<file path="src/rtl/lcd_cmd_seq.sv">
// Command sequencer in front of the LCD controller: queues host opcodes in a
// small FIFO and issues them one at a time under the busy/done handshake.
module lcd_cmd_seq #(
   parameter int unsigned FIFO_DEPTH  = 8,
   parameter int unsigned ACK_TIMEOUT = 15
) (
   input  logic       clk,
   input  logic       reset,
   input  logic [3:0] host_cmd,
   input  logic       host_valid,
   output logic       host_ready,
   output logic [3:0] cmd,
   output logic       cmd_valid,
   input  logic       busy,
   input  logic       done,
   output logic       seq_idle,
   output logic [7:0] frame_cnt,
   output logic [7:0] illegal_cnt,
   output logic       timeout_err
);
   localparam int unsigned PW = $clog2(FIFO_DEPTH);
   localparam int unsigned CW = $clog2(FIFO_DEPTH + 1);
   localparam int unsigned TW = $clog2(ACK_TIMEOUT + 1);

   typedef enum logic [1:0] {S_IDLE, S_ISSUE, S_WAIT_ACK, S_WAIT_REL} state_t;

   state_t          r_state;
   state_t          w_state_nx;
   logic [3:0]      r_mem [FIFO_DEPTH];
   logic [PW-1:0]   r_wr_ptr;
   logic [PW-1:0]   r_rd_ptr;
   logic [CW-1:0]   r_count;
   logic [3:0]      r_cmd;
   logic [TW-1:0]   r_timer;
   logic            r_done_seen;
   logic [7:0]      r_frame_cnt;
   logic [7:0]      r_illegal_cnt;
   logic            r_timeout_err;

   logic            w_push;
   logic            w_pop;
   logic            w_empty;
   logic [3:0]      w_head;
   logic [TW-1:0]   w_timer_nx;
   logic            w_load_cmd;
   logic            w_illegal;
   logic            w_set_terr;
   logic            w_frame_inc;

   assign host_ready  = (r_count != CW'(FIFO_DEPTH));
   assign w_empty     = (r_count == '0);
   assign w_push      = host_valid && host_ready;
   assign w_head      = r_mem[r_rd_ptr];
   assign w_timer_nx  = r_timer + TW'(1);
   assign cmd         = r_cmd;
   assign cmd_valid   = (r_state == S_ISSUE);
   assign seq_idle    = w_empty && (r_state == S_IDLE);
   assign frame_cnt   = r_frame_cnt;
   assign illegal_cnt = r_illegal_cnt;
   assign timeout_err = r_timeout_err;

   always_comb begin
      w_state_nx  = r_state;
      w_pop       = 1'b0;
      w_load_cmd  = 1'b0;
      w_illegal   = 1'b0;
      w_set_terr  = 1'b0;
      w_frame_inc = 1'b0;
      case (r_state)
         S_IDLE: begin
            if (!w_empty && !busy) begin
               w_pop = 1'b1;
               if (w_head >= 4'd12) begin
                  w_illegal = 1'b1;
               end else begin
                  w_load_cmd = 1'b1;
                  w_state_nx = S_ISSUE;
               end
            end
         end
         S_ISSUE: w_state_nx = S_WAIT_ACK;
         S_WAIT_ACK: begin
            if (busy) begin
               w_state_nx = S_WAIT_REL;
            end else if (w_timer_nx == TW'(ACK_TIMEOUT)) begin
               w_set_terr = 1'b1;
               w_state_nx = S_IDLE;
            end
         end
         S_WAIT_REL: begin
            // A Write only counts if done arrived at or before busy release.
            if (!busy) begin
               w_state_nx = S_IDLE;
               if (r_cmd == 4'd0) begin
                  if (r_done_seen || done) w_frame_inc = 1'b1;
                  else                     w_set_terr  = 1'b1;
               end
            end
         end
         default: w_state_nx = S_IDLE;
      endcase
   end

   always_ff @(posedge clk) begin
      if (w_push) r_mem[r_wr_ptr] <= host_cmd;
   end

   always_ff @(posedge clk or negedge reset) begin
      if (!reset) begin
         r_state       <= S_IDLE;
         r_wr_ptr      <= '0;
         r_rd_ptr      <= '0;
         r_count       <= '0;
         r_cmd         <= '0;
         r_timer       <= '0;
         r_done_seen   <= 1'b0;
         r_frame_cnt   <= '0;
         r_illegal_cnt <= '0;
         r_timeout_err <= 1'b0;
      end else begin
         r_state <= w_state_nx;
         if (w_push) r_wr_ptr <= r_wr_ptr + PW'(1);
         if (w_pop)  r_rd_ptr <= r_rd_ptr + PW'(1);
         case ({w_push, w_pop})
            2'b10:   r_count <= r_count + CW'(1);
            2'b01:   r_count <= r_count - CW'(1);
            default: r_count <= r_count;
         endcase
         if (w_load_cmd) r_cmd <= w_head;
         if (r_state == S_ISSUE) begin
            r_timer     <= '0;
            r_done_seen <= 1'b0;
         end else if (r_state == S_WAIT_ACK && !busy) begin
            r_timer <= w_timer_nx;
         end else if (r_state == S_WAIT_REL && done) begin
            r_done_seen <= 1'b1;
         end
         if (w_illegal && r_illegal_cnt != 8'hFF) r_illegal_cnt <= r_illegal_cnt + 8'd1;
         if (w_frame_inc) r_frame_cnt <= r_frame_cnt + 8'd1;
         if (w_set_terr)  r_timeout_err <= 1'b1;
      end
   end
endmodule

</file>
<file path="config.mk">
export PLATFORM = sky130hd
export DESIGN_NAME = lcd_cmd_seq
export DESIGN_NICKNAME = d
export VERILOG_FILES = /design/src/rtl/lcd_cmd_seq.sv
export SDC_FILE = /design/constraint.sdc
export NUM_CORES = 1
export LEC_CHECK = 0
export BUFFER_PORTS_ARGS = -buffer_cell sky130_fd_sc_hd__buf_2
export CAP_MARGIN = 20
export CORE_MARGIN = 2
export CORE_UTILIZATION = 43
export CTS_BUF_LIST = sky130_fd_sc_hd__clkbuf_4 sky130_fd_sc_hd__clkbuf_8
export DETAILED_ROUTE_END_ITERATION = 6
export GPL_TIMING_DRIVEN = 0
export PLACE_DENSITY_LB_ADDON = 0.1
export SLEW_MARGIN = 40
export SYNTH_ARGS = -nofsm -noshare
export SYNTH_HDL_FRONTEND = slang
export SYNTH_SLANG_ARGS = --single-unit
</file>
<file path="constraint.sdc">
create_clock -name clk -period 2.6 [get_ports clk]
set_input_delay 0.26 -clock clk [delete_from_list [all_inputs] [get_ports clk]]
set_output_delay 0.26 -clock clk [all_outputs]
set_load 0.03 [all_outputs]
</file>
======== Word level (Yosys, flattened, before mapping) ========
Memories as Yosys holds them, arrays and structs flattened.
Index checks and enable logic that the tools add are counted.
word-level totals
  output and inout bits ................... 24
  register bits ........................... 38
  RAM bits ................................ 32
  input port bits ......................... 9
  logic and storage cells ................. 81
  memories ................................ 1
memories
  name   words  width  read ports  clocked after memory_dff  write ports  RTL line  RTL
  r_mem  8      4      1           0                         1            29        logic [3:0] r_mem [FIFO_DEPTH];
cells by class
  reductions and logical operators ........ 17
  multiplexer cells ....................... 32
  $add $sub $neg .......................... 7
  magnitude comparators ................... 1
  equality and inequality tests ........... 13
operator list
  operator             number
  $mux 1               22
  $add 8x1->8 const B  2
  $mux 2               5
  $add 4x1->4 const B  2
  $logic_not 4->1      2
  $mux 4               2
  $ne 8x8->1 const B   1
  $pmux 2 s4           1
  $pmux 4 s2           1
  $add 3x1->3 const B  2
  $eq 2x2->1 const B   3
  $logic_and 1x1->1    6
  $ne 2x2->1 const B   3
  $reduce_bool 2->1    3
  $eq 2x1->1 const B   2
  $eq 4x4->1 const B   1
  $ge 4x4->1 const B   1
  $ne 4x4->1 const B   1
  $reduce_and 4->1     1
  $sub 4x1->4 const B  1
  $ne 3x3->1 const B   1
  $logic_not 1->1      2
  $logic_not 2->1      1
  $ne 2x1->1 const B   1
  other kinds (3)      3

======== Depth between registers and ports, before layout ========
Gate-level depths: netlist (run 1).
  depth after elaboration ................. 7
  gate-level depth with buffers ........... 11
  gate-level depth less buffers ........... 10

======== Least setup slack after synthesis (run 1) ========
OpenSTA, ideal clock, no wires.
  kind .................................... flip-flop to flip-flop
  from .................................... register r_count[1]
  to ...................................... register r_count[2]
  data required time ...................... 2,475 ps
  path buffers ............................ 1
  arrival ................................. 2,166 ps
  clock period less this slack ............ 2,291 ps
  cell stages (with the launch flop) ...... 12
  slack ................................... 309 ps
  library setup time ...................... 125 ps
  cell sequence ........................... dfrtp_1 > buf_2 > nor3_1 > nand2_1 > nand2_1 > ha_1 > xor2_1 > ha_1 > a21oi_1 > xor2_1 > nor2_1 > xor2_1
between the ends
  elaborated cells between the ends (all ways) .. 13
  those cells by class .................... add/sub (2); eq/ne (3); mux (3); reduce/logical (5)
RTL lines
  item                                                    RTL line  RTL
  start: declaration                                      32        logic [CW-1:0] r_count;
  start signal: assignment                                125       2'b10: r_count <= r_count + CW'(1);
  start signal: assignment                                126       2'b01: r_count <= r_count - CW'(1);
  start signal: assignment                                127       default: r_count <= r_count;
  $ne 4x4->1 (*)                                          50        assign host_ready = (r_count != CW'(FIFO_DEPTH));
  net host_ready                                          11        output logic host_ready,
  $logic_and 1x1->1 (*)                                   52        assign w_push = host_valid && host_ready;
  $eq 2x1->1 / $eq 2x2->1 (equally long branches)         124       case ({w_push, w_pop})
  $pmux 4 s2 / $reduce_bool 2->1 (equally long branches)  -
Mark *: on every way through the listed nets, which the timed path passes. The rest lies on a longest branch.
A chain may end at the register's enable or synchronous reset.

======== Final worst setup path (run 1) ========
  from .................................... register r_count[1]
  to ...................................... register r_count[3]
between the ends
  cells in the longest elaborated chain, start to end .. 7
  elaborated cells between the ends (all ways) .. 13
  those cells by class .................... add/sub (2); eq/ne (3); mux (3); reduce/logical (5)
RTL lines
  item                                                    RTL line  RTL
  $logic_not 4->1                                         51        assign w_empty = (r_count == '0);
  $logic_not 1->1                                         71        if (!w_empty && !busy) begin
  $logic_and 1x1->1                                       71
  $mux 1                                                  71
  $mux 1                                                  69        case (r_state)
  $eq 2x1->1 / $eq 2x2->1 (equally long branches)         124
  $pmux 4 s2 / $reduce_bool 2->1 (equally long branches)  -
Parallel ways exist; a longest one is shown, timed or not.

==> flow_summary.toml, run 1 <==
[status]
status = "finished clean"

[min_path]
min_path_type = "in2reg"
hold_depth = 3

[timing]
fin_skew_ns = 0.0153
worstMarginPinSlew_ns = 0.744
maxSlewHeadroom = 0.503
rsz0062_at_grt = "no"
post-route-min-period_ns = 2.27
hold_viol = 0
finalSetupTns_ns = 0
drv_slew = 0
max_freq_mhz = 440
fin_crit_sh = 0.874
setup_viol = 0

[setup_path]
crit_end = "r_count[3]$_DFFE_PN0P_"
critPathLaunch = "r_count[1]$_DFFE_PN0P_"
critPathKind = "reg2reg"
path_delay_family = "simple AND/OR/NAND/NOR gates"
slowest_delay_ns = 0.36
cp.required_ns = 2.87
reg2reg_slack_ns = 0.33
r2r_start = "r_count[1]$_DFFE_PN0P_"
cp_cell_sequence = "buf_2, nor3_1, nand2_1, nand2_2, ha_1, nor4bb_1, a211oi_1, a211oi_1, xor2_1"
crit_path_top_delay_cell = "dfrtp_1"
crit_fanout = 8
crit_top_cell = "a211oi_1"
r2r-end = "r_count[3]$_DFFE_PN0P_"
worst-path-stages = 9
crit_path_end_kind = "flop"
start_kind = "flop"
crit_arrival_ns = 2.54
reg2regPathDepth = 9
crit_buf_inv = 1

[global_routing]
grt_max_degree = 39
grt_overflow = 0
grt_pass1_wl_mm = 8.94
grt_pass1_vias = 1841
antenna_found_initial = 0
track_usage = 0.152

[clock_tree]
cts.sinks = 70
ctsRootBufferMaster = "clkbuf_8"
clockBufferDepth = 2
cts_htree_levels = 3
clk_latency_ns = 0.35
path_clk_slew_ns = 0.08
numCtsBuffers = 9
cts_tree = "done"

[yosys]
synth_nets = 238
yosys.area.top_type = "edfxtp_1"
ys_seq_elements = 70
avgSynthCellArea_um2 = 14.2
synth_top_area_share = 0.307
ys_seq_area_frac = 0.611
syn_area_mm2 = 0.00313
yosysWarnings = 0
synthCells = 220
ys_types = 47
synth_area_leaders = "edfxtp_1 (31%), dfrtp_1 (30%), mux4_2 (5.8%)"

[power_and_ir_drop]
ir_drop_mv = 0.438
power_mw = 3.95
power.leakage_nw = 1.49
powerDensity_mw_per_mm2 = 1080

[cells_and_area]
nFillCells = 665
stdcell_area_mm2 = 0.00365
layout-drive-gt1-share = 0.281
register_area_mm2 = 0.00191
layout.nets = 283
area_growth_pct = 16.9
num_antenna_cells = 0
multi_input_area_mm2 = 0.00119

[drt]
wl_per_cell_um = 14.9
ant_nets = 0
vias_per_cell = 5.07
vias = 1872
wl_mm = 5.51
dr.pass1.iters = 4
drcViolationCount = 0
drt_iter0_drc = 83

[place]
dpl.hpwl_mm = 3.82
io_buffer_count = 32
gp_congestion = 0.719
place_area_mm2 = 0.00343

[die]
initial_core_util = 0.438
dieArea_mm2 = 0.00797
num_rows = 31
coreArea_mm2 = 0.00714
die_w_um = 89.3
io_pins = 33
die_h_um = 89.3

[run]
maxCapViolCount = 0
[registers in the layout, indices dropped and copies added (netlist names), 2 cells and up]
name	count
cmd	4
frame_cnt	8
illegal_cnt	8
r_count	4
r_mem	32
r_rd_ptr	3
r_state	2
r_timer	4
r_wr_ptr	3
[cell type report]
class	count	area share
buffer	8	0.0123
clock buffer	9	0.0339
clock inverter	7	0.0199
inverter	2	0.00205
multi-input combinational	140	0.326
sequential	70	0.523
tap	99	0.0339
timing repair buffer	34	0.0493
[worst reg2reg max path, stage by stage, from the launching register on]
cell	delay, ns
dfrtp_1	0.36
buf_2	0.16
nor3_1	0.17
nand2_1	0.15
nand2_2	0.23
ha_1	0.29
nor4bb_1	0.32
a211oi_1	0.09
a211oi_1	0.26
xor2_1	0.16
[logic make-up (layout without fill, tap and decap cells)]
| logic type | count (synthesis) | count (layout) | synth area share |
|---|---|---|---|
| AO/OA/AOI/OAI | 23 | 23 | 0.0464 |
| XOR/XNOR | 25 | 25 | 0.0700 |
| adder cells (fa/ha/maj) | 9 | 9 | 0.0360 |
| buffers and inverters | 10 | 60 | 0.0168 |
| flip-flops | 70 | 70 | 0.611 |
| multiplexers | 17 | 17 | 0.0936 |
| AND/OR/NAND/NOR | 66 | 66 | 0.126 |
[per-stage QoR]
stage	instances	hold slack, ns	utilization	setup WS [ns]
final	369	0.171	0.512	0.327
after floorplan	220	-0.0356	-	0.309
after CTS	368	0.157	0.510	0.0166
after global routing	369	0.175	0.512	0.119
after global placement	351	0.444	0.478	0.0612
after detailed placement	351	0.271	0.481	0.0460
[power breakdown]
part           internal (mW)  switching [mW]
clock network          0.444           0.425
registers               1.44           0.205
logic                  0.605           0.831
[synthesized netlist by cell type (all sizes together)]
library cell / number
and4: 2
and2b: 1
nand2: 18
a21oi: 7
xnor2: 17
or2: 1
nand3b: 1
a32o: 2
nor4: 2
nor3b: 3
nand2b: 1
mux2i: 4
nand4: 7
nor2: 8
inv: 2
and3: 5
nor4bb: 1
dfrtp: 38
edfxtp: 32
a211oi: 2
nor3: 5
nor4b: 3
xor2: 8
a21o: 1
or3: 1
ha: 9
nand4bb: 1
clkbuf: 2
mux2: 5
o31ai: 1
mux4: 8
o21bai: 1
o21ai: 7
nand3: 6
buf: 6
a22o: 2
[cell usage in the layout, fill, tap and decap left out, types with 3 or more instances in the layout]
master and n:
nand4_1 7, mux2_2 4, buf_4 3, nor3_1 3, edfxtp_1 32, nor2_1 8, o21ai_0 4, dfrtp_1 38
xnor2_1 17, nor3b_1 3, nand3_1 6, ha_1 9, clkbuf_8 9, and3_1 5, xor2_1 8, a21oi_1 7
o21ai_1 3, buf_2 33, mux4_2 8, nand2_1 17
[per-layer routing]
layer,wire (µm),share of wire,track usage,up-vias
met3,245,0.044,0.0388,11
met4,108,0.020,0.0692,0
met1,2600,0.47,0.198,906
met5,0,0,0,-
met2,2550,0.46,0.242,38
li1,-,-,-,917
[worst min-delay path by stage]
| stage | startpoint | to | slack, ns |
|---|---|---|---|
| 6_report | done | r_done_seen$_DFFE_PN0P_ | 0.17 |
| 3_3_place_gp | reset | r_count[1]$_DFFE_PN0P_ | 0.44 |
| 4_1_cts | done | r_done_seen$_DFFE_PN0P_ | 0.16 |
| 2_1_floorplan | reset | cmd[0]$_DFFE_PN0P_ | -0.04 |
| 3_5_place_dp | reset | r_count[1]$_DFFE_PN0P_ | 0.27 |
| 5_1_grt | done | r_done_seen$_DFFE_PN0P_ | 0.18 |
[repair_timing]
action | CTS | global route
endpoints found under the setup margin | 0 | 2
resized for setup | 0 | 2
hold buffers | 1 | 0
endpoints found under the hold margin | 38 | 0
setup buffers | 0 | 1
No activity file was read; power rests on OpenSTA's default activity.
==> run 2: changes to the inputs <==
--- a/config.mk
+++ b/config.mk
@@ -13,6 +13,7 @@
 export DETAILED_ROUTE_END_ITERATION = 6
 export GPL_TIMING_DRIVEN = 0
 export PLACE_DENSITY_LB_ADDON = 0.1
+export RECOVER_POWER = 25
 export SLEW_MARGIN = 40
 export SYNTH_ARGS = -nofsm -noshare
 export SYNTH_HDL_FRONTEND = slang
==> constraint.sdc (replaced) <==
create_clock -name clk -period 2.6 [get_ports clk]
set_input_delay 0.26 -clock clk [delete_from_list [all_inputs] [get_ports clk]]
set_output_delay 0.26 -clock clk [all_outputs]
set_load 0.02 [all_outputs]
==> flow_summary.toml, run 2 (synthesized netlist as in run 1, its figures left out) <==
[clock_tree]
path_clk_slew_ns = 0.08
clockBufferDepth = 2
cts.sinks = 70
numCtsBuffers = 9
ctsRootBufferMaster = "clkbuf_8"
cts_htree_levels = 3
cts_tree = "done"
clk_latency_ns = 0.35

[cells_and_area]
multi_input_area_mm2 = 0.00119
layout-drive-gt1-share = 0.267
register_area_mm2 = 0.00191
largest_register = "r_mem"
area_growth_pct = 16.6
final_common_cell = "dfrtp_1"
nFillCells = 667
largest_reg_flops = 32
utilization = 0.511
num_antenna_cells = 0
layout_common_cells = "dfrtp_1 (38), edfxtp_1 (32), buf_2 (29), nand2_1 (17), xnor2_1 (17)"
layout.nets = 283

[drt]
wl_mm = 5.51
drt_iter0_drc = 83
wl_per_cell_um = 14.9
dr.pass1.iters = 4
vias = 1875
vias_per_cell = 5.08
drcViolationCount = 0
ant_nets = 0

[timing]
maxSlewHeadroom = 0.352
post-route-min-period_ns = 2.27
finalSetupTns_ns = 0
worstMarginPinSlew_ns = 0.973
whs_ns = 0.171
fin_skew_ns = 0.0153
fin_crit_sh = 0.874
max_freq_mhz = 440
setup_viol = 0
hold_viol = 0
rsz0062_at_grt = "no"
drv_slew = 0

[setup_path]
crit_path_end_kind = "flop"
crit_fanout = 8
critPathKind = "reg2reg"
crit_top_cell = "a211oi_1"
slowest_delay_ns = 0.36
crit_arrival_ns = 2.54
crit_buf_inv = 1
cp_cell_sequence = "buf_2, nor3_1, nand2_1, nand2_2, ha_1, nor4bb_1, a211oi_1, a211oi_1, xor2_1"
cp.required_ns = 2.87
crit_path_top_delay_cell = "dfrtp_1"
reg2reg_slack_ns = 0.33
start_kind = "flop"
path_delay_family = "simple AND/OR/NAND/NOR gates"

[global_routing]
track_usage = 0.152
grt_use_met1 = 0.198
busiest_layer = "met2"
use_met2 = 0.242
grt_pass1_vias = 1841
grt_overflow = 0
antenna_found_initial = 0
grt_use_met3 = 0.0388
grt_max_degree = 39
grt_pass1_wl_mm = 8.94

[min_path]
min_path_type = "in2reg"

[power_and_ir_drop]
power_frac_clock = 0.224
power.leakage_nw = 1.48
p_switching_mw = 1.40
ir_drop_mv = 0.437
swShare = 0.360
internal_power_mw = 2.48
seqPwrFrac = 0.423
p_comb_frac = 0.353
powerDensity_mw_per_mm2 = 1060

[die]
coreArea_mm2 = 0.00714
die_h_um = 89.3
io_pins = 33
dieArea_mm2 = 0.00797
initial_core_util = 0.438
num_rows = 31
die_w_um = 89.3

[place]
io_buffer_count = 32
dpl.hpwl_mm = 3.82
gp_congestion = 0.719

[run]
maxCapViolCount = 0

[status]
status = "finished clean"
[run 2: power by group through the flow]
| stage | sequential (mW) | clock [mW] | combinational [mW] |
|---|---|---|---|
| 2_1_floorplan | 1.71 | 0 | 0.960 |
| 3_3_place_gp | 1.66 | 0 | 1.35 |
| 3_5_place_dp | 1.66 | 0 | 1.38 |
| 4_1_cts | 1.64 | 0.897 | 1.39 |
| 5_1_grt | 1.68 | 0.952 | 1.53 |
| 6_report | 1.64 | 0.869 | 1.37 |
[run 2: worst reg2reg max path, cell delays in order (launching register included)]
cell	delay, ns
dfrtp_1	0.36
buf_2	0.16
nor3_1	0.17
nand2_1	0.15
nand2_2	0.23
ha_1	0.29
nor4bb_1	0.32
a211oi_1	0.09
a211oi_1	0.26
xor2_1	0.16
[run 2: area by class of cell]
cell class,count,share of cell area
Buffer,8,0.0123
Clock buffer,9,0.0340
Clock inverter,7,0.0199
Inverter,2,0.00206
Multi-Input combinational cell,140,0.326
Sequential cell,70,0.524
Tap cell,99,0.0340
Timing Repair Buffer,34,0.0473
[run 2: worst paths after layout]
| path | startpoint | end | cells after the start |
|---|---|---|---|
| max in group asynchronous | reset | timeout_err$_DFFE_PN0P_ | 2 |
| worst min register to register | frame_cnt[7]$_DFFE_PN0P_ | frame_cnt[7]$_DFFE_PN0P_ | 1 |
| worst max-delay path | r_count[1]$_DFFE_PN0P_ | r_count[3]$_DFFE_PN0P_ | 9 |
| worst max register to register | r_count[1]$_DFFE_PN0P_ | r_count[3]$_DFFE_PN0P_ | 9 |
| min in group asynchronous | reset | r_timer[1]$_DFFE_PN0P_ | 2 |
| worst min-delay path | done | r_done_seen$_DFFE_PN0P_ | 3 |
[run 2: per-stage QoR]
step / instance area, µm² / setup WS, ns / total power, mW / std cells
floorplan: 3130 / 0.318 / 2.67 / 220
finish: 3650 / 0.327 / 3.88 / 369
CTS: 3640 / 0.0166 / 3.93 / 368
global route: 3650 / 0.119 / 4.16 / 369
detailed placement: 3430 / 0.0460 / 3.05 / 351
global placement: 3410 / 0.0612 / 3.01 / 351
[run 2: layer usage]
layer  wire [µm]  share of wire
met1        2600           0.47
met2        2550           0.46
met3         246          0.045
met4         108          0.020
met5           0              0
[run 2: what timing repair did]
item | CTS | global route
hold buffers | 1 | 0
buffers inserted | 0 | 1
endpoints found under the setup margin | 0 | 2
hold endpoints to repair | 38 | 0
gates resized for setup | 0 | 2
